**src/rtl/generador_minterminos_if.sv**
```systemverilog
// Handshake bundle between a minterm consumer and generador_minterminos.
// The block drives the term stream and status; the consumer drives start,
// target and ready.
interface generador_minterminos_if;
    logic       inicio;
    logic       objetivo;
    logic       salida_listo;
    logic [3:0] termino;
    logic       termino_valido;
    logic       ocupado;
    logic       fin;
    logic [4:0] cuenta;

    // Consumer side: starts scans and accepts terms
    modport master (
        output inicio, objetivo, salida_listo,
        input  termino, termino_valido, ocupado, fin, cuenta
    );

    // Generator side
    modport slave (
        input  inicio, objetivo, salida_listo,
        output termino, termino_valido, ocupado, fin, cuenta
    );
endinterface

```
**src/rtl/generador_minterminos.sv**
```systemverilog
// Minterm generator: scans every 4-bit vector in ascending order and emits,
// through a valid/ready handshake, each one where
// f(x) = (x[1] & x[0]) | (x[3] & x[2]) equals the target latched at start.
// Each index costs one search cycle; each match adds one or more emit cycles.
module generador_minterminos (
    input  logic                          clk,
    input  logic                          reset,
    generador_minterminos_if.slave        bus
);

    typedef enum logic [1:0] {
        REPOSO,
        BUSCA,
        EMITE,
        FIN
    } estado_t;

    estado_t    estado;
    logic [3:0] indice;
    logic       objetivo_fijo;
    logic [3:0] termino;
    logic       termino_valido;
    logic       ocupado;
    logic       fin;
    logic [4:0] cuenta;
    logic       coincide;
    logic       acepta;

    function automatic logic funcion_f(input logic [3:0] x);
        return (x[1] & x[0]) | (x[3] & x[2]);
    endfunction

    // Current index matches the target latched at start
    assign coincide = (funcion_f(indice) == objetivo_fijo);

    // Consumer takes the pending term on this edge
    assign acepta = termino_valido & bus.salida_listo;

    // Scan sequencer; every output is a register updated with the state
    always_ff @(posedge clk) begin
        // NOTE: all state here uses non-blocking assignments so every register
        // samples pre-edge values and the update order inside the block is irrelevant.
        if (reset) begin
            estado         <= REPOSO;
            indice         <= 4'd0;
            objetivo_fijo  <= 1'b0;
            termino        <= 4'd0;
            termino_valido <= 1'b0;
            ocupado        <= 1'b0;
            fin            <= 1'b0;
            cuenta         <= 5'd0;
        end else begin
            case (estado)
                REPOSO: begin
                    if (bus.inicio) begin
                        objetivo_fijo <= bus.objetivo;
                        indice        <= 4'd0;
                        cuenta        <= 5'd0;
                        ocupado       <= 1'b1;
                        estado        <= BUSCA;
                    end
                end

                BUSCA: begin
                    if (coincide) begin
                        termino        <= indice;
                        termino_valido <= 1'b1;
                        estado         <= EMITE;
                    end else if (indice == 4'd15) begin
                        // 15 is terminal: the index never wraps
                        fin    <= 1'b1;
                        estado <= FIN;
                    end else begin
                        indice <= indice + 4'd1;
                    end
                end

                EMITE: begin
                    // Term and valid stay frozen until the consumer accepts
                    if (acepta) begin
                        termino_valido <= 1'b0;
                        cuenta         <= cuenta + 5'd1;
                        if (indice == 4'd15) begin
                            fin    <= 1'b1;
                            estado <= FIN;
                        end else begin
                            indice <= indice + 4'd1;
                            estado <= BUSCA;
                        end
                    end
                end

                FIN: begin
                    fin     <= 1'b0;
                    ocupado <= 1'b0;
                    estado  <= REPOSO;
                end

                default: begin
                    estado <= REPOSO;
                end
            endcase
        end
    end

    assign bus.termino        = termino;
    assign bus.termino_valido = termino_valido;
    assign bus.ocupado        = ocupado;
    assign bus.fin            = fin;
    assign bus.cuenta         = cuenta;

endmodule

```
**src/flat_wrapper.sv**
```systemverilog
// flat-port wrapper written by rule: the top's interface ports become plain ports
module generador_minterminos_flat 
  (clk, reset, bus_inicio, bus_objetivo, bus_salida_listo, bus_termino, bus_termino_valido, bus_ocupado, bus_fin, bus_cuenta);
  generador_minterminos_if bus_i ();
  input  logic clk;
  input  logic reset;
  input wire logic [$bits(bus_i.inicio)-1:0] bus_inicio;
  input wire logic [$bits(bus_i.objetivo)-1:0] bus_objetivo;
  input wire logic [$bits(bus_i.salida_listo)-1:0] bus_salida_listo;
  output wire logic [$bits(bus_i.termino)-1:0] bus_termino;
  output wire logic [$bits(bus_i.termino_valido)-1:0] bus_termino_valido;
  output wire logic [$bits(bus_i.ocupado)-1:0] bus_ocupado;
  output wire logic [$bits(bus_i.fin)-1:0] bus_fin;
  output wire logic [$bits(bus_i.cuenta)-1:0] bus_cuenta;
  assign bus_i.inicio = bus_inicio;
  assign bus_i.objetivo = bus_objetivo;
  assign bus_i.salida_listo = bus_salida_listo;
  assign bus_termino = bus_i.termino;
  assign bus_termino_valido = bus_i.termino_valido;
  assign bus_ocupado = bus_i.ocupado;
  assign bus_fin = bus_i.fin;
  assign bus_cuenta = bus_i.cuenta;
  generador_minterminos u_core (.clk(clk), .reset(reset), .bus(bus_i));
endmodule
```
**config.mk**
```make
export PLATFORM = sky130hd
export DESIGN_NAME = generador_minterminos_flat
export DESIGN_NICKNAME = d
export VERILOG_FILES = /design/src/rtl/generador_minterminos_if.sv /design/src/rtl/generador_minterminos.sv /design/src/flat_wrapper.sv
export SDC_FILE = /design/constraint.sdc
export NUM_CORES = 1
export LEC_CHECK = 0
export CORE_MARGIN = 1.5
export CORE_UTILIZATION = 30
export CTS_CLUSTER_DIAMETER = 80
export CTS_CLUSTER_SIZE = 14
export DETAILED_ROUTE_END_ITERATION = 12
export PLACE_DENSITY = 0.64
export SYNTH_ARGS = -nofsm -noshare
export SYNTH_HDL_FRONTEND = slang
export SYNTH_SLANG_ARGS = --single-unit
```
**constraint.sdc**
```tcl
create_clock -name clk -period 1.7 [get_ports clk]
set_clock_uncertainty 0.05 [all_clocks]
set_input_delay 0.17 -clock clk [delete_from_list [all_inputs] [get_ports clk]]
set_output_delay 0.17 -clock clk [all_outputs]
set_load 0.03 [all_outputs]
```
* Yosys cells after proc, flatten, opt, wreduce, memory -nomap -nowiden
Cells that the tools add are included.
** Cells by class
- Mux-type cells :: 23
- Reductions and logical operators :: 14
- Bitwise operators :: 4
- Equal/unequal tests :: 10
- $add $sub $neg :: 2
** Operators with widths (count)
- $mux W4 :: 4
- $pmux W4 S3 :: 1
- $reduce_and A3 Y1 :: 4
- $mux W2 :: 5
- $mux W5 :: 2
- $pmux W5 S2 :: 1
- $pmux W2 S4 :: 1
- $mux W1 :: 6
- $reduce_and A2 Y1 :: 3
- $reduce_bool A2 Y1 :: 3
- $reduce_bool A3 Y1 :: 2
- $add A5 B1 Y5 const B :: 1
- $add A4 B1 Y4 const B :: 1
- $eq A2 B2 Y1 const B :: 2
- $eq A4 B4 Y1 const B :: 1
- $ne A2 B1 Y1 const B :: 2
- $ne A2 B2 Y1 const B :: 2
- $pmux W1 S2 :: 2
- $reduce_and A4 Y1 :: 1
- $and A1 B1 Y1 :: 3
- $ne A3 B1 Y1 const B :: 1
- $pmux W1 S3 :: 1
- $eq A2 B1 Y1 const B :: 1
- $logic_not A2 Y1 :: 1
- other kinds (2) :: 2
** Word-level totals
- Output and inout port bits :: 12
- Bits in registers :: 19
- Bits of input ports :: 5
- Word-level logic and storage cells :: 61

* Logic depth before layout (Yosys ltp)
- Depth after elaboration :: 5
- Mapped depth :: 7
- Mapped depth without buffers :: 6

* Worst setup path before layout
Ideal clock, no wire load.
- Path type :: register -> register
- Start :: register u_core.estado[0]
- End :: register u_core.cuenta[4], in the netlist u_core.bus.cuenta[4]
- Cell stages (with the launch flop) :: 8
- Data required time :: 1.574 ns
- Setup slack :: -0.024 ns
- Clock period less this slack :: 1.724 ns
- Arrival time :: 1.599 ns
- Buffers on the path :: 1
- Setup time :: 0.076 ns
- Cells stage by stage :: dfxtp_1 > inv_1 > ha_1 > buf_2 > a21bo_4 > nand4_1 > or3_1 > a21boi_0
** Between the ends
- Cells in the longest elaborated chain, start to end :: 3
- Elaborated cells between the ends (all ways) :: 7
- Those cells by class :: eq/ne: 3; mux: 1; reduce/logical: 3
** Ends and longest elaborated chain
- start: declaration :: line generador_minterminos.sv:18 : estado_t estado;
- start signal: assignment :: line generador_minterminos.sv:44 : estado <= REPOSO;
- start signal: assignment :: line generador_minterminos.sv:60 : estado <= BUSCA;
- start signal: assignment :: line generador_minterminos.sv:68 : estado <= EMITE;
- $eq A2 B2 Y1 or $logic_not A2 Y1 (tied branches) :: line generador_minterminos.sv:53 : case (estado)
- $ne A2 B1 Y1 (no line), or another cell as far along
- $reduce_and A3 Y1 (no line)
- end signal: assignment :: line generador_minterminos.sv:82 : cuenta <= cuenta + 5'd1;
- end: declaration :: line generador_minterminos.sv:25 : logic [4:0] cuenta;
Several ways; a longest one is shown, not always the timed one.
A chain may end at the register's enable or synchronous reset.

* Final worst setup path
- Start :: register u_core.estado[1]
- End :: register u_core.indice[3]
** Between the ends
- Cells in the longest elaborated chain, start to end :: 3
- Elaborated cells between the ends (all ways) :: 9
- Those cells by class :: eq/ne: 5; mux: 1; reduce/logical: 3
** Ends and longest elaborated chain
- $eq A2 B1 Y1, or another cell as far along :: line generador_minterminos.sv:53
- $ne A2 B2 Y1 (no line), or another cell as far along
- $reduce_and A4 Y1 (no line)
- end signal: assignment :: line generador_minterminos.sv:74 : indice <= indice + 4'd1;
- end signal: assignment :: line generador_minterminos.sv:87 : indice <= indice + 4'd1;
- end: declaration :: line generador_minterminos.sv:19 : logic [3:0] indice;
Several ways; a longest one is shown, not always the timed one.

==> qor.txt <==
Leakage Power -> 0.5455 nW
Via-to-Cell Ratio -> 5.010
Clock tree from TritonCTS -> done
Crit share post-route -> 0.9650
Cell at the slowest stage of the critical path -> sky130_fd_sc_hd__dfxtp_4
Starting DRT DRC Count -> 41
CP Class -> register to register
Synth Cell Area -> 1060 sq um
Required arrival time at the worst endpoint -> 1.85 ns
Run status -> completed
Final wirelength -> 2659 um
Peak supply drop -> 0.6160 mV
Per-cell routed wire length -> 13.36 um
Initial core utilization -> 0.3151
Combinational family with the most area after synthesis -> compound AO/OA/AOI/OAI gates
Total cell area at the placement stage -> 1346 sq um
Antenna violations before repair -> 0
Most used flip-flop cell after synthesis -> sky130_fd_sc_hd__dfxtp_1
Congestion Overflow GR -> 0
Share of flip-flops with an asynchronous set or reset -> 0
Min Tclk post-route -> 1.640 ns
Overall die area -> 3898 sq um
Buffers added on ports -> 16
Met1 wire length -> 1259 um
Met2 wire len -> 1269 um
Largest driver fanout on the critical path -> 6
Clock-pin slew on the worst setup and hold paths -> 0.12 ns
Slew Limit Headroom -> 0.7699
Vertical die dimension -> 62.44 um
Synthesis-to-finish area growth -> 40.85%
Complex-gate fraction of the synthesized area -> 0.2468
Inserted Clock Buffers -> 3
Register-to-register path setup slack -> 0.06 ns
Crit-path max cell delay -> 0.37 ns
Share of the yosys chip area belonging to registers -> 0.3589
Worst hold path cell count -> 3
Top cell family by delay on the critical path -> flip-flops
CTS Buffer Depth -> 2
Synthesized area divided by synthesized cell count -> 8.616 sq um
Fraction of final layout cells with drive strength greater than 1 -> 0.2876
Cell Count, Final, Fillers Out -> 199
Number of nets produced by synthesis -> 134
Count of buffering cells on the critical path with inverters included -> 1
Uppermost layer routed -> met4
Flip-flop and latch count after synthesis -> 19
Syn. warnings -> 0
Vias -> 997
Number of cells on the critical path -> 6
Number of cells traversed by the worst register-to-register path -> 6
Via count of the first global-routing pass -> 906
Number of flops mapped to enable cells by yosys -> 0
Synthesized-area fraction occupied by xor and xnor cells -> 0.01653
Global Route Usage Sum -> 0.1286
Total length of routed met3 wires -> 114 um
Hold WC Path Type -> primary input to register
Slew @ Worst Pin -> 0.3444 ns
Remaining antenna violation count -> 0
First-pass GRT wire length -> 4195 um
Count of different cell masters after synthesis -> 35
Finish-stage setup viols -> 0
Std cell rows -> 21
H-Tree Depth -> 1
Post-synthesis instance total -> 123
Multiplexer area fraction after synthesis -> 0.03542
Diodes inserted -> 0
Critical path cell sequence -> inv_1 > ha_2 > and2_4 > mux2_4 > o31ai_2 > a21oi_1
DIE WIDTH -> 62.44 um
Crit. End Element -> register
Filler cells -> 362
Startpoint kind of the worst setup timing path -> register
HPWL after DPL -> 1880 um
Max Transition Viols Final -> 0
Maximum clock frequency -> 609.6 MHz
IO Pins -> 17
Source-to-sink clock delay at the later pin of the worst-skew pair -> 0.31 ns
Area of the placeable core -> 3363 sq um
Post-synthesis simple-gate area fraction -> 0.2361
Total power per unit cell area -> 1286 nW/um^2
Area of all placed cells without fillers -> 1493 sq um
Maximum number of pins on one net before global-route repair -> 13
Nets -> 165
Worst path arrival time -> 1.79 ns
Buffer cell driving the clock tree root -> sky130_fd_sc_hd__clkbuf_4
Total DRC errors in the routed layout -> 0
Hold violation total from the final report -> 0
Total placed cells including tap cells -> 192
Clock sink total -> 19
Max-cap viol count -> 0
Number of detailed-routing iterations run before antenna repair -> 4
Synthesized-area fraction occupied by adder cells -> 0.07084
RD Place Congestion -> 0.8471
placed cells by master (no fill, tap or decap), types with 3 or more instances in the layout:
master,instances
sky130_fd_sc_hd__nand2_1,18
sky130_fd_sc_hd__dfxtp_1,17
sky130_fd_sc_hd__clkdlybuf4s50_1,15
sky130_fd_sc_hd__buf_4,15
sky130_fd_sc_hd__a21oi_1,13
sky130_fd_sc_hd__nand4_1,6
sky130_fd_sc_hd__o21ai_0,5
sky130_fd_sc_hd__nor2_1,4
sky130_fd_sc_hd__inv_1,3
sky130_fd_sc_hd__nand3_1,3
sky130_fd_sc_hd__a21boi_1,3
sky130_fd_sc_hd__a31oi_1,3
sky130_fd_sc_hd__ha_4,3
sky130_fd_sc_hd__clkbuf_4,3
flip-flops by register name, indices dropped and copies added, names as in the netlist:
register,cells
u_core.bus.cuenta,5
u_core.bus.termino,4
u_core.indice,4
u_core.estado,2
u_core.bus.fin,1
u_core.bus.ocupado,1
u_core.bus.termino_valido,1
u_core.objetivo_fijo,1
cell families after synthesis:
group,Yosys count
compound gates,37
xor+xnor,2
fa+ha+maj,6
buf+inv,9
flops,19
mux,2
simple gates,48
tightest hold or removal path: cells and delay by family:
family	cells	cell delay, ns
AO/OA/AOI/OAI	1	0.06
buffers and inverters	1	0.41
AND/OR/NAND/NOR	1	0.07
synthesized netlist by cell type, types with 2 or more instances:
master                     instances  area (sq um)
sky130_fd_sc_hd__or2_2             2         12.51
sky130_fd_sc_hd__nor2_1            4         15.01
sky130_fd_sc_hd__a21oi_1          13         65.06
sky130_fd_sc_hd__a311oi_1          2         17.52
sky130_fd_sc_hd__ha_1              6         75.07
sky130_fd_sc_hd__xnor2_1           2         17.52
sky130_fd_sc_hd__clkbuf_2          2         10.01
sky130_fd_sc_hd__or3_1             2         12.51
sky130_fd_sc_hd__nor2b_1           3         18.77
sky130_fd_sc_hd__nand4_1           6         37.54
sky130_fd_sc_hd__o31ai_1           2         15.01
sky130_fd_sc_hd__a31oi_1           3         18.77
sky130_fd_sc_hd__and2_1            3         18.77
sky130_fd_sc_hd__a21boi_0          4         30.03
sky130_fd_sc_hd__inv_1             4         15.01
sky130_fd_sc_hd__nand3_1           4         20.02
sky130_fd_sc_hd__nand2_1          18         67.56
sky130_fd_sc_hd__o21ai_0           6         30.03
sky130_fd_sc_hd__clkbuf_1          2         7.510
sky130_fd_sc_hd__nand4b_1          2         17.52
sky130_fd_sc_hd__dfxtp_1          19         380.4
metrics by stage:
stage / hold WS, ns / TNS [ns] / worst slack, ns / total power [mW] / util
after CTS: 0.3707 / -0.01215 / -0.01215 / 1.736 / 0.4118
after global placement: 0.3993 / -0.02705 / -0.01760 / 1.448 / 0.4003
after detailed placement: 0.4006 / -0.1311 / -0.04918 / 1.470 / 0.4003
after global routing: 0.3792 / -0.1627 / -0.03871 / 2.053 / 0.4438
final: 0.3828 / 0 / 0.05951 / 1.919 / 0.4438
after floorplan: 0.2273 / 0 / 0.02277 / 1.154 / -
cell type report:
class,instances,area (sq um),area share
clock buffer,3,22.52,0.01509
clock inverter,1,7.507,0.005029
inverter,4,15.01,0.01006
multi-input combinational,95,729.5,0.4887
sequential,19,385.4,0.2582
tap,46,57.56,0.03856
timing repair buffer,31,275.3,0.1844
timing repair:
item	CTS	global route
hold buffers	0	0
resized for setup	5	20
pin swaps	2	6
buffers inserted	0	3
setup endpoints to repair	6	13
routing by layer:
metal,global-route usage,up-vias
li1,-,510
met1,0.1742,467
met2,0.2030,18
met3,0.03604,2
met4,0.03056,0
met5,0,-
where the power goes:
part           internal, mW  switching [mW]
sequential            0.513          0.0611
combinational         0.511           0.588
clock                0.0897           0.156
worst paths after layout:
check / to / start
setup / recovery: u_core.indice[3] / u_core.estado[1]
hold / removal: u_core.objetivo_fijo / bus_objetivo
setup reg to reg: u_core.indice[3] / u_core.estado[1]
hold reg to reg: u_core.bus.termino[3] / u_core.bus.termino[3]
No activity file was read; power rests on OpenSTA's default activity.
==> RTL change 1: new RTL, same settings <==
The 4 values of `estado_t` get a one-hot encoding in 4 bits.
--- a/src/rtl/generador_minterminos.sv
+++ b/src/rtl/generador_minterminos.sv
@@ -9,9 +9,9 @@
 );
 
-    typedef enum logic [1:0] {
-        REPOSO,
-        BUSCA,
-        EMITE,
-        FIN
+    typedef enum logic [3:0] {
+        REPOSO = 4'b0001,
+        BUSCA  = 4'b0010,
+        EMITE  = 4'b0100,
+        FIN    = 4'b1000
     } estado_t;
 
Behaviour: no difference found for any inputs over 10 cycles, from zero or initial values and one cycle with reset high; not proved beyond that.
==> RTL change 1 against the unedited design <==
  * The run now ends with setup timing left
  * Die area fell by 4.6%
  * Setup slack worse by 0.11 ns
  * Global-route usage grew 0.57 points
  * Synthesized cell count down 15%
  * Worst hold slack lost 0.010 ns
  * Sequential cell count up 2
  * Final area down 1.4%
  * Synthesized area down 4.8%
  * Routed wire length decreased by 12%
  * Critical path type unchanged
  * Critical endpoint is now u_core.indice[2]
  * Largest cell class unchanged
Power is not compared: it rests on default switching activity, and its combinational part moved more than twofold at a synthesized area within 25%.
==> RTL change 1: results (changes against the unedited design) <==
Run status
  • Status: complete, but fails checks
  • Violated checks: setup timing

Detailed routing
  • Vias per std cell: 4.83 (-3.5%)
  • First DRT Iteration DRCs: 20 (-51%)
  • Post-Route WL: 2.34 mm (-12%)

Global route
  • Global-route wire length before repair: 3.67 mm (-13%)
  • Initial antenna violation count: 0 (unchanged)
  • Tot GR Track Use: 0.134 (+0.00572)
  • Vias in the first global route: 815 (-10%)
  • Largest net degree at the start of global routing: 13 (unchanged)

STA
  • Setup violations, final: 3 (+3)
  • PnR worst setup slack: -0.0473 ns (-0.107 ns)
  • Relative slew slack: 0.704 (-0.0662)
  • Setup TNS Final: -0.0974 ns (-0.0974 ns)
  • Fin Hold WS: 0.373 ns (-0.0102 ns)

Synth
  • Synth area leaders: dfxtp_1, nor2_1, mux2i_1
  • Synth top cells by count: dfxtp_1, nor2_1, a21oi_1
  • Yosys cell types: 35 (unchanged)
  • Cells after Synth: 105 (-15%)
  • Syn Nets: 112 (-16%)
  • Post-Synth Adder-Cell Area: 0.0248 (-0.0460)
  • Synth Warn #: 0 (unchanged)
  • Post-synthesis xor/xnor area fraction: 0.0521 (+0.0356)
  • Number of flops mapped to enable cells by yosys: 0 (unchanged)
  • Seq/Total Area, Yosys: 0.417 (+0.0580)
  • Compound-Gate Fraction of Synth Area: 0.154 (-0.0929)
  • Synthesized area: 0.00101 mm^2 (-4.8%)
  • Mux cell area share after synthesis: 0.0496 (+0.0142)
  • Post-synthesis async set-or-reset flop share: 0 (unchanged)

Critical path
  • Critical path fanouts, max: 6 (unchanged)
  • CP peak stage delay: 0.39 ns (+0.02 ns)
  • Arr. time, crit path: 1.91 ns (+0.12 ns)
  • Slowest-stage cell, CP: a221oi_4
  • Cell family with most CP delay: compound AO/OA/AOI/OAI gates

Finish
  • Final cell count without fillers: 186 (-6.5%)
  • Nets@finish: 150 (-9.1%)
  • Share of cells above drive strength 1: 0.324 (+0.0364)

Place
  • Placed cells: 177 (-7.8%)
  • Placed inst area: 0.00135 mm^2 (+0.37%)
  • Hpwl dp: 1.77 mm (-6.0%)
  • Post-placement setup slack: -0.0698 ns (-0.0206 ns)
  • GP Congestion: 0.821 (-3.1%)

Power
  • Total leakage power: between 0.5 and 0.6 nW
  • VDD IR-drop max: between 200 and 300 uV

Clock tree
  • CTS buffer count: 3 (unchanged)
  • Clock transition at path regs: 0.12 ns (about the same)
  • Clk_lat worst skew: 0.31 ns (about the same)
  • Root buffer cell: clkbuf_4

Min path
  • Worst Hold Class: in2reg

Flow run
  • MaxCap Viol Count: 0 (unchanged)
-- RTL change 1: path summary, 6_finish.rpt --
check	start	end	cells after the start
min	bus_objetivo	u_core.objetivo_fijo	3
max reg2reg	u_core.indice[1]	u_core.indice[2]	6
min reg2reg	u_core.bus.termino[0]	u_core.bus.termino[0]	2
max	u_core.indice[1]	u_core.indice[2]	6
-- RTL change 1: routing by layer --
| layer | vias to the layer above | share of wire | track usage |
|---|---|---|---|
| met1 | 433 | 0.47 | 0.168 |
| li1 | 449 | - | - |
| met4 | 0 | 0.0034 | 0.0652 |
| met2 | 15 | 0.50 | 0.221 |
| met3 | 2 | 0.023 | 0.0256 |
| met5 | - | 0 | 0 |
-- RTL change 1: cells by family (layout without fill, tap and decap cells) --
logic type,after synthesis,in the layout
AND/OR/NAND/NOR,46,46
flip-flops,21,21
AO/OA/AOI/OAI,20,20
XOR/XNOR,6,6
multiplexers,5,5
buffers and inverters,5,42
adder cells (fa/ha/maj),2,2
-- RTL change 1: worst register-to-register path: stages (launching register included) --
cell,delay [ns]
dfxtp_2,0.36
ha_4,0.17
and3_4,0.17
nand3b_1,0.19
a221oi_4,0.39
o21ai_2,0.10
a32o_1,0.23
-- RTL change 1: final cells by class --
cell class	count	area [um^2]
inverter	2	7.51
clock buffer	3	22.5
sequential	21	430
fill	311	1660
clock inverter	1	5.00
timing repair buffer	36	318
tap	44	55.1
multi-input combinational	79	633
-- RTL change 1: power breakdown --
group / switching, mW / internal [mW]
clock network: 0.154 / 0.0879
logic: 0.0663 / 0.0702
registers: 0.0143 / 0.500
-- RTL change 1: repair_timing --
item | in CTS | in global routing
gates resized for setup | 3 | 9
hold endpoints to repair | 0 | 0
endpoints found under the setup margin | 10 | 18
buffers inserted | 0 | 5
pin swaps | 3 | 6
==> RTL change 2: new RTL, config.mk and constraints unchanged <==
Made on the original files. Make the reset (`reset`) asynchronous in one clocked block.
--- a/src/rtl/generador_minterminos.sv
+++ b/src/rtl/generador_minterminos.sv
@@ -38,5 +38,5 @@
 
     // Scan sequencer; every output is a register updated with the state
-    always_ff @(posedge clk) begin
+    always_ff @(posedge clk or posedge reset) begin
         // NOTE: all state here uses non-blocking assignments so every register
         // samples pre-edge values and the update order inside the block is irrelevant.
Behaviour: differs if reset is asserted again (counterexample within 4 cycles, from zero or initial values and one cycle with reset high); with reset held inactive, the same outputs for 10 cycles.
==> RTL change 2 against the unedited design <==
  * The run now ends with setup timing left
  * Sequential cell count unchanged
  * Routed wire length up 5.3%
  * Combinational power up 86%
  * Final area rose by 13%
  * Total power up 58%
  * Synthesized area fell by 0.12%
  * Clock power decreased by 5%
  * Setup slack worse by 0.23 ns
  * Critical path type unchanged
==> RTL change 2: results (changes against the unedited design) <==
Place
  • Post-placement setup slack: -0.141 ns (-0.0919 ns)
  • Hpwl dp: 2.02 mm (+7.5%)

Run status
  • Violated checks: setup timing
  • Status: complete, but fails checks

STA
  • PnR worst setup slack: -0.175 ns (-0.234 ns)
  • Fin Hold WS: 0.122 ns (-0.260 ns)
  • Setup violations, final: 6 (+6)
  • Setup TNS Final: -0.482 ns (-0.482 ns)
  • Relative slew slack: 0.787 (+0.0176)

Global route
  • Global-route wire length before repair: 4.59 mm (+9.4%)
  • Largest net degree at the start of global routing: 20 (+7)
  • Tot GR Track Use: 0.147 (+0.0182)

Min path
  • Worst Hold Class: in2async

Synth
  • Yosys cell types: 34 (-2.9%)
  • Cells after Synth: 107 (-13%)
  • Syn Nets: 119 (-11%)
  • Seq/Total Area, Yosys: 0.449 (+0.0903)
  • Synth area leaders: dfrtp_1, ha_1, nand2_1
  • Post-synthesis async set-or-reset flop share: 1.00 (+1.00)

Critical path
  • CP peak stage delay: 0.53 ns (+0.16 ns)
  • CP startpoint: u_core.estado[1]
  • Critical path fanouts, max: 3 (-3)
  • Cell family with most CP delay: simple AND/OR/NAND/NOR gates

Power
  • VDD IR-drop max: 863 uV (+40%)

Detailed routing
  • Drt wl/cell: 13.9 um (+3.7%)
[RTL change 2: per-stage QoR]
step	cell area (um^2)	total power [mW]
after detailed placement	1520	2.50
after CTS	1610	2.85
after global routing	1690	3.22
after global placement	1520	2.42
final	1690	3.02
after floorplan	1120	1.78
[RTL change 2: cells by family (layout without fill, tap and decap cells)]
family / after synthesis / count (layout) / share of synthesized area
buffers and inverters: 9 / 58 / 0.0331
adders and majority gates: 7 / 7 / 0.0827
DFF: 19 / 19 / 0.449
AOI/OAI and AO/OA: 24 / 24 / 0.167
and+or+nand+nor: 39 / 39 / 0.181
muxes: 6 / 6 / 0.0626
xor gates and xnor gates: 3 / 3 / 0.0248
[RTL change 2: metal layers]
layer	up-vias	global-route usage	routed length, um
li1	484	-	-
met4	0	0.0417	10
met2	15	0.267	1490
met3	2	0.0234	86
met5	-	0	0
met1	483	0.178	1220
[RTL change 2: area by class of cell]
| class | count | share of cell area |
|---|---|---|
| Clock buffer | 4 | 0.0155 |
| Inverter | 8 | 0.0178 |
| Multi-Input combinational cell | 79 | 0.409 |
| Sequential cell | 19 | 0.281 |
| Tap cell | 46 | 0.0340 |
| Timing Repair Buffer | 46 | 0.243 |
[RTL change 2: worst min-delay path, cell delays in order]
cell and delay [ns]:
clkdlybuf4s50_1 0.39, inv_1 0.05, buf_4 0.25
[RTL change 2: repair_timing]
item / 4_1_cts / 5_1_grt
cloned: 0 / 0
setup buffers: 5 / 1
gates resized for setup: 6 / 14
endpoints found under the setup margin: 11 / 18
pin swaps: 1 / 5
[RTL change 2: report_power, final]
group          internal, mW  leakage [nW]  switching (mW)
Combinational          1.01         0.511            1.04
Sequential            0.606         0.246           0.137
Clock                0.0911        0.0150           0.142
